<file path="src/rtl/mem_access_sequencer.sv">
// Clocked ARM addressing-mode-2/3 load/store sequencer driving an MFA/MOC memory bus.
// Optional feature: define ALIGN_CHECK_EN to fault misaligned half/word/dual accesses.
module mem_access_sequencer #(
  parameter int ADDR_W  = 32,
  parameter int TIMEOUT = 255,
  parameter int TO_W    = 8
) (
  input  logic              clk,
  input  logic              reset,
  input  logic              start,
  input  logic [31:0]       ir,
  input  logic [ADDR_W-1:0] addr,
  input  logic [31:0]       wdata_lo,
  input  logic [31:0]       wdata_hi,
  output logic              busy,
  output logic              done,
  output logic              fault,
  output logic [31:0]       rdata_lo,
  output logic [31:0]       rdata_hi,
  output logic              mfa,
  output logic              mem_rw,
  output logic [1:0]        mem_size,
  output logic [ADDR_W-1:0] mem_addr,
  output logic [31:0]       mem_wdata,
  input  logic [31:0]       mem_rdata,
  input  logic              moc,
  output logic [2:0]        dbg_state
);

  localparam logic [1:0] SZ_B = 2'b00;
  localparam logic [1:0] SZ_H = 2'b01;
  localparam logic [1:0] SZ_W = 2'b10;

  typedef enum logic [2:0] {
    IDLE  = 3'd0,
    SETUP = 3'd1,
    REQ1  = 3'd2,
    GAP   = 3'd3,
    REQ2  = 3'd4,
    FIN   = 3'd5
  } state_t;

  state_t            state_q;
  logic              busy_q, done_q, fault_q, mfa_q, rw_q, dual_q, sext_q;
  logic [1:0]        size_q;
  logic [ADDR_W-1:0] mem_addr_q;
  logic [31:0]       mem_wdata_q, whi_q, rdata_lo_q, rdata_hi_q;
  logic [TO_W-1:0]   cnt_q;

  logic       mode2, mode3, legal, dec_read, dec_dual, dec_sext, misalign;
  logic [1:0] dec_size;
  logic       unused_ir;

  assign unused_ir = ^{ir[31:28], ir[24:23], ir[21], ir[19:8], ir[3:0]};

  always_comb begin
    mode2    = (ir[27:26] == 2'b01);
    mode3    = (ir[27:25] == 3'b000) && ir[7] && ir[4] && (ir[6:5] != 2'b00);
    legal    = mode2 || mode3;
    dec_read = 1'b0;
    dec_dual = 1'b0;
    dec_sext = 1'b0;
    dec_size = SZ_W;
    if (mode2) begin
      dec_read = ir[20];
      dec_size = ir[22] ? SZ_B : SZ_W;
    end else if (mode3) begin
      if (ir[20]) begin
        dec_read = 1'b1;
        dec_size = (ir[6:5] == 2'b10) ? SZ_B : SZ_H;
        dec_sext = ir[6];
      end else begin
        // With L=0 the sh field encodes STRH, LDRD (10) and STRD (11).
        dec_size = (ir[6:5] == 2'b01) ? SZ_H : SZ_W;
        dec_dual = ir[6];
        dec_read = (ir[6:5] == 2'b10);
      end
    end
  end

`ifdef ALIGN_CHECK_EN
  assign misalign = ((dec_size == SZ_H) && addr[0]) ||
                    ((dec_size == SZ_W) && (addr[1:0] != 2'b00));
`else
  assign misalign = 1'b0;
`endif

  logic [TO_W-1:0] cnt_d;
  logic            to_hit;
  assign cnt_d  = cnt_q + 1'b1;
  assign to_hit = (TIMEOUT != 0) && (cnt_d == TO_W'(TIMEOUT));

  function automatic logic [31:0] extend(input logic [31:0] d, input logic [1:0] sz,
                                         input logic sx);
    case (sz)
      SZ_B:    extend = {{24{sx & d[7]}}, d[7:0]};
      SZ_H:    extend = {{16{sx & d[15]}}, d[15:0]};
      default: extend = d;
    endcase
  endfunction

  // Bus handshake: mfa rises with addr/rw/size/wdata already stable; they hold until a rising
  // edge samples moc=1, which completes the beat, captures read data and drops mfa.
  always_ff @(posedge clk or posedge reset) begin
    if (reset) begin
      state_q     <= IDLE;
      busy_q      <= 1'b0;
      done_q      <= 1'b0;
      fault_q     <= 1'b0;
      mfa_q       <= 1'b0;
      rw_q        <= 1'b0;
      dual_q      <= 1'b0;
      sext_q      <= 1'b0;
      size_q      <= 2'b00;
      mem_addr_q  <= '0;
      mem_wdata_q <= '0;
      whi_q       <= '0;
      rdata_lo_q  <= '0;
      rdata_hi_q  <= '0;
      cnt_q       <= '0;
    end else begin
      case (state_q)
        IDLE: begin
          if (start) begin
            if (!legal || misalign) begin
              state_q <= FIN;
              done_q  <= 1'b1;
              fault_q <= 1'b1;
            end else begin
              state_q     <= SETUP;
              busy_q      <= 1'b1;
              fault_q     <= 1'b0;
              rw_q        <= dec_read;
              dual_q      <= dec_dual;
              sext_q      <= dec_sext;
              size_q      <= dec_size;
              mem_addr_q  <= addr;
              mem_wdata_q <= dec_read ? 32'd0 : wdata_lo;
              whi_q       <= wdata_hi;
            end
          end
        end
        SETUP, GAP: begin
          state_q <= (state_q == SETUP) ? REQ1 : REQ2;
          mfa_q   <= 1'b1;
          cnt_q   <= '0;
        end
        REQ1, REQ2: begin
          if (moc) begin
            mfa_q <= 1'b0;
            if (rw_q && state_q == REQ1) rdata_lo_q <= extend(mem_rdata, size_q, sext_q);
            if (rw_q && state_q == REQ2) rdata_hi_q <= extend(mem_rdata, size_q, sext_q);
            if (state_q == REQ1 && dual_q) begin
              state_q    <= GAP;
              mem_addr_q <= mem_addr_q + ADDR_W'(4);
              if (!rw_q) mem_wdata_q <= whi_q;
            end else begin
              state_q <= FIN;
              done_q  <= 1'b1;
              busy_q  <= 1'b0;
            end
          end else if (to_hit) begin
            mfa_q   <= 1'b0;
            state_q <= FIN;
            done_q  <= 1'b1;
            busy_q  <= 1'b0;
            fault_q <= 1'b1;
          end else begin
            cnt_q <= cnt_d;
          end
        end
        FIN: begin
          done_q  <= 1'b0;
          state_q <= IDLE;
        end
        default: state_q <= IDLE;
      endcase
    end
  end

  assign busy      = busy_q;
  assign done      = done_q;
  assign fault     = fault_q;
  assign rdata_lo  = rdata_lo_q;
  assign rdata_hi  = rdata_hi_q;
  assign mfa       = mfa_q;
  assign mem_rw    = rw_q;
  assign mem_size  = size_q;
  assign mem_addr  = mem_addr_q;
  assign mem_wdata = mem_wdata_q;
  assign dbg_state = state_q;

endmodule
</file>
<file path="config.mk">
export PLATFORM = sky130hd
export DESIGN_NAME = mem_access_sequencer
export DESIGN_NICKNAME = d
export VERILOG_FILES = /design/src/rtl/mem_access_sequencer.sv
export SDC_FILE = /design/constraint.sdc
export NUM_CORES = 1
export LEC_CHECK = 0
export BUFFER_PORTS_ARGS = -buffer_cell sky130_fd_sc_hd__buf_4
export CAP_MARGIN = 40
export CORE_UTILIZATION = 35
export CTS_BUF_LIST = sky130_fd_sc_hd__clkbuf_4 sky130_fd_sc_hd__clkbuf_8
export CTS_CLUSTER_SIZE = 30
export DETAILED_ROUTE_END_ITERATION = 8
export GPL_ROUTABILITY_DRIVEN = 0
export GPL_TIMING_DRIVEN = 0
export REMOVE_ABC_BUFFERS = 1
export SYNTH_ARGS = -nofsm -noshare
export SYNTH_HDL_FRONTEND = slang
export SYNTH_SLANG_ARGS = --single-unit
</file>
<file path="constraint.sdc">
create_clock -name clk -period 5.8 [get_ports clk]
set_input_delay 0.29 -clock clk [delete_from_list [all_inputs] [get_ports clk]]
set_output_delay 0.29 -clock clk [all_outputs]
set_load 0.05 [all_outputs]
</file>
==> reports/metrics.csv, run 1 <==
metric;value;unit
status;completed;
endpoints failing setup;0;
first-pass GRT wire length;36.9;mm
routed len/inst;17.6;µm
power per standard cell area;643;nW/µm²
worst slack at placement;2.67;ns
Seq cells post-synth;180;
critical path's top delay family;simple AND/OR/NAND/NOR gates;
top cell type by total area after synthesis;dfrtp_1;
Worst-Skew Late Latency;0.47;ns
number of flops mapped to enable cells by yosys;0;
post-synthesis mux area share;12.6;%
Most Used Layer, Global Route;met2;
HPWL Detailed;17.1;mm
Ports;302;
worst setup margin;2.62;ns
Static Leak;5.42;nW
post-layout net count;1213;
largest net degree at the start of global routing;102;
Worst-Margin Slew;0.866;ns
asr flop ratio synth;100;%
worst min-delay path category;in -> reg;
Synth Area in XOR/XNOR;0.412;%
cells along the critical path;nand2b_1, nor3_1, nand2_4, nand2_1, o2bb2a_1;
post-CTS resize count;0;
utilization after layout;48.6;%
fmax;315;MHz
Pwr Total;7.38;mW
met2 usage;31.0;%
simple-gate area share of the yosys netlist;11.3;%
Initial Utilization;36.0;%
Critical-path top delay cell;nor3_1;
die area;24900;µm²
synthesized instance count;781;
required time worst endpoint;6.14;ns
Compound-Gate Fraction of Synth Area;18.8;%
met1 usage;24.1;%
DR iter-0 viols;417;
Worst Path Arrival;3.52;ns
remaining antenna violation count;0;
Bufs and invs on worst path;0;
top post-synthesis cells by area;dfrtp_1, mux2_2, a21oi_1;
Yosys warning total;0;
adder-cell share of the synthesized area;0.442;%
design area;11500;µm²
Seq/Total Area, Yosys;53.0;%
grt total ovfl;0;
CP Launch Type;register;
skew final;0.0211;ns
hold_ws;0.0354;ns
routed vias/inst;5.12;
Core Box Area;23600;µm²
share of layout cells above drive strength 1;40.0;%
Largest stage delay, worst path;0.64;ns
worst IR drop on VDD;297;µV
port buffer count;278;
final-report max-slew violation count;0;
Min Clock Period, post-route;3.18;ns
DR pass1 iterations;6;
most frequent cells in the layout;buf_4, dfrtp_1, a21oi_1, nor2_1, mux2_2;
commonest non-fill, non-tap cell in the layout;buf_4;
DRC;0;
clock-pin slew on the worst setup and hold paths;0.11;ns
Main synth FF type;dfrtp_1;
Cell Rows;56;
vias in the first global route;6836;
RSZ-0062 raised after global routing;false;
DP Area;11100;µm²
CTS buffer count;17;
Setup TNS;0;ns
final hold vios;0;
grt met3 use;7.53;%
number of non-filler instances in the completed layout;1378;
CTS tree;done;
CP Capture Type;register;
initial antenna violation count;1;
crit-path max FO;47;
htree depth;4;
Max-Cap Viols;0;
clock root buffer;clkbuf_8;
total track usage;19.2;%
aggregate routed wire length;24.2;mm
placed insts;1340;
Area Overhead vs Synth;35.1;%
die height;158;µm
post-route clock period utilization;54.7;%
main combinational cell family by area after synthesis;compound AO/OA/AOI/OAI gates;
Die Width;158;µm
Yosys top cell area share;53.0;%
Slew Limit Headroom;42.3;%
CP Class;reg -> reg;
CTS sink cnt;180;
Distinct cells, synth;61;
Avg Synthesized Cell Area;10.9;µm²
Clock Path Buffers;2;
Vias;7055;
Mapped Area;8500;µm²
[cell usage after synthesis, types with 4 or more instances]
master	count
o22ai_1	12
o22a_1	11
nor2_1	85
nand2_1	31
nand2b_1	8
o2bb2a_1	8
mux2_2	54
buf_1	7
xnor2_1	4
and3_1	8
a21oi_1	109
nand3_1	19
nor4_1	5
nand4_1	17
a2bb2oi_1	7
a22o_1	32
clkbuf_1	25
o21ai_0	21
dfrtp_1	180
mux2_4	29
inv_1	12
and2_1	5
a31oi_1	9
nor3_1	5
o31ai_1	4
buf_2	17
[timing repair]
item                      CTS  global route
hold endpoints to repair   81             3
buffers inserted            0             0
hold buffers                3             3
[where the power goes]
part           switching [mW]  internal, mW
Combinational            2.73          1.48
Sequential              0.481          1.84
Clock                   0.533         0.316
[registers in the layout, indices dropped and copies added, names as in the netlist]
signal and flops:
mem_addr 32, mem_wdata 32, rdata_hi 32, rdata_lo 32, whi_q 32, cnt_q 8
dbg_state 3, mem_size 2, busy 1, done 1, dual_q 1, fault 1
mem_rw 1, mfa 1, sext_q 1
[layout make-up]
type / count / area, µm²
Multi-Input combinational cell: 536 / 3750
Tap cell: 319 / 399
Antenna cell: 1 / 2.50
Inverter: 12 / 52.6
Sequential cell: 180 / 4500
Clock inverter: 14 / 140
Timing Repair Buffer: 299 / 2410
Clock buffer: 17 / 234
Fill cell: 2210 / 12100
[final timing paths]
path / start / endpoint / slack, ns / cells past startpoint
setup / recovery: dbg_state[1] / mem_addr[9] / 2.62 / 5
hold / removal: ir[20] / dual_q / 0.04 / 2
setup reg to reg: dbg_state[1] / mem_addr[9] / 2.62 / 5
hold reg to reg: rdata_hi[5] / rdata_hi[5] / 0.52 / 1
max in group asynchronous: reset / dbg_state[2] / 4.42 / 4
min in group asynchronous: reset / mem_addr[22] / 0.46 / 3
[layer usage]
metal  share of wire [%]  up-vias
met5                   0        -
met4                0.81        0
met3                 9.9       16
met2                  46      239
met1                  43     3409
li1                    -     3391
[worst register-to-register path, stage by stage, from the launching register on]
cell	delay, ns
dfrtp_1	0.55
nand2b_1	0.26
nor3_1	0.64
nand2_4	0.63
nand2_1	0.68
o2bb2a_1	0.28
[cell families (layout without fill, tap and decap cells)]
| family | Yosys count | in the layout |
|---|---|---|
| AO/OA/AOI/OAI | 242 | 242 |
| AND/OR/NAND/NOR | 201 | 201 |
| flip-flops | 180 | 180 |
| multiplexers | 86 | 86 |
| buffers and inverters | 65 | 342 |
| XOR/XNOR | 4 | 4 |
| adder cells (fa/ha/maj) | 3 | 3 |
| other | 0 | 1 |
(Power assumes the default switching activity.)
==> run 2: changes to the inputs <==
==> constraint.sdc (replaced) <==
create_clock -name clk -period 2.6 [get_ports clk]
set_input_delay 0.13 -clock clk [delete_from_list [all_inputs] [get_ports clk]]
set_output_delay 0.13 -clock clk [all_outputs]
set_load 0.05 [all_outputs]
==> reports/metrics.csv, run 2 (synthesis gave the netlist of run 1 again) <==
metric;value;unit
die area;24900;µm²
post-layout net count;1329;
Max-Cap Viols;0;
crit-path max FO;12;
CP Capture Type;register;
Vias;7493;
utilization after layout;53.7;%
most frequent cells in the layout;buf_4, dfrtp_1, dlygate4sd3_1, a21oi_1, nor2_1;
hold_ws;0.0559;ns
largest net degree at the start of global routing;102;
Clock Path Buffers;2;
design area;12700;µm²
total track usage;20.1;%
routed len/inst;17.2;µm
Static Leak;5.90;nW
combinational power share;57.6;%
initial antenna violation count;1;
aggregate routed wire length;25.7;mm
Core Box Area;23600;µm²
Net Sw Power;8.47;mW
worst min-delay path category;in -> reg;
HPWL Detailed;17.1;mm
Worst-Margin Slew;0.803;ns
remaining antenna violation count;0;
Setup TNS;0;ns
DR iter-0 viols;501;
CTS tree;done;
Die Width;158;µm
status;completed;
DRC;0;
post-route clock period utilization;92.5;%
final hold vios;0;
Flop pwr share;31.1;%
Worst-Skew Late Latency;0.47;ns
CP Launch Type;register;
clock-pin slew on the worst setup and hold paths;0.11;ns
Ports;302;
htree depth;4;
required time worst endpoint;2.93;ns
Cell Rows;56;
share of layout cells above drive strength 1;36.9;%
CTS sink cnt;180;
Pwr Total;16.7;mW
Area Overhead vs Synth;49.1;%
Initial Utilization;36.0;%
final-report max-slew violation count;0;
Clock Power Share;11.3;%
power per standard cell area;1320;nW/µm²
CTS buffer count;17;
DP Area;11100;µm²
Cell Int Power;8.27;mW
Sw Share;50.6;%
routed vias/inst;5.02;
port buffer count;278;
commonest non-fill, non-tap cell in the layout;buf_4;
clock root buffer;clkbuf_8;
grt total ovfl;0;
Min Clock Period, post-route;2.41;ns
vias in the first global route;7399;
skew final;0.0202;ns
Worst Path Arrival;2.73;ns
CP Class;reg -> reg;
first-pass GRT wire length;38.9;mm
Slew Limit Headroom;46.0;%
DR pass1 iterations;4;
endpoints failing setup;0;
fmax;416;MHz
die height;158;µm
worst IR drop on VDD;662;µV
==> run 2: per-layer routing <==
layer | share of wire, % | track usage, %
met5 | 0 | 0
met2 | 48 | 33.5
met3 | 7.9 | 6.38
met4 | 1.0 | 4.85
met1 | 43 | 25.3
==> run 2: area by class of cell <==
class,instances,area (µm²)
fill,2081,10900
tap,319,399
multi-input combinational,537,3790
clock buffer,17,234
timing repair buffer,414,3550
sequential,180,4510
antenna,1,2.50
inverter,12,52.6
clock inverter,14,140
==> run 2: worst max-delay path, stage by stage, from the launching register on <==
cell and delay [ns]:
dfrtp_1 0.62, nand2b_1 0.30, a211oi_1 0.70, nor2_1 0.08, a21oi_1 0.39, o221ai_1 0.19
==> run 2: timing repair <==
item / in CTS / in global routing
buffers inserted: 0 / 5
gates cloned: 0 / 1
pin swaps: 0 / 3
endpoints found under the hold margin: 223 / 0
resized for setup: 5 / 2
hold buffers: 116 / 0
endpoints found under the setup margin: 56 / 43
==> run 2: power groups by stage <==
| stage | Combinational (mW) | Clock [mW] | Sequential, mW |
|---|---|---|---|
| 2_1_floorplan | 2.71 | 0 | 8.70 |
| 3_3_place_gp | 8.95 | 0 | 5.18 |
| 3_5_place_dp | 9.45 | 0 | 5.22 |
| 4_1_cts | 9.60 | 1.95 | 5.18 |
| 5_1_grt | 10.2 | 2.06 | 5.40 |
| 6_report | 9.64 | 1.90 | 5.20 |
==> run 2: per-stage QoR <==
| step | setup WS (ns) | std cells |
|---|---|---|
| after floorplan | -2.42 | 728 |
| after global placement | -4.85 | 1325 |
| after detailed placement | -0.532 | 1340 |
| after CTS | 0.0163 | 1487 |
| after global routing | -0.00783 | 1493 |
| final | 0.194 | 1494 |
==> run 2: worst paths after layout <==
| path | start | to | cells after the start | slack [ns] |
|---|---|---|---|---|
| setup / recovery | dbg_state[2] | cnt_q[2] | 5 | 0.19 |
| hold / removal | ir[6] | dual_q | 3 | 0.06 |
| setup reg to reg | dbg_state[2] | cnt_q[2] | 5 | 0.19 |
| hold reg to reg | rdata_lo[7] | rdata_lo[7] | 1 | 0.52 |
| max in group asynchronous | reset | dbg_state[0] | 4 | 1.40 |
| min in group asynchronous | reset | mem_addr[15] | 3 | 0.26 |
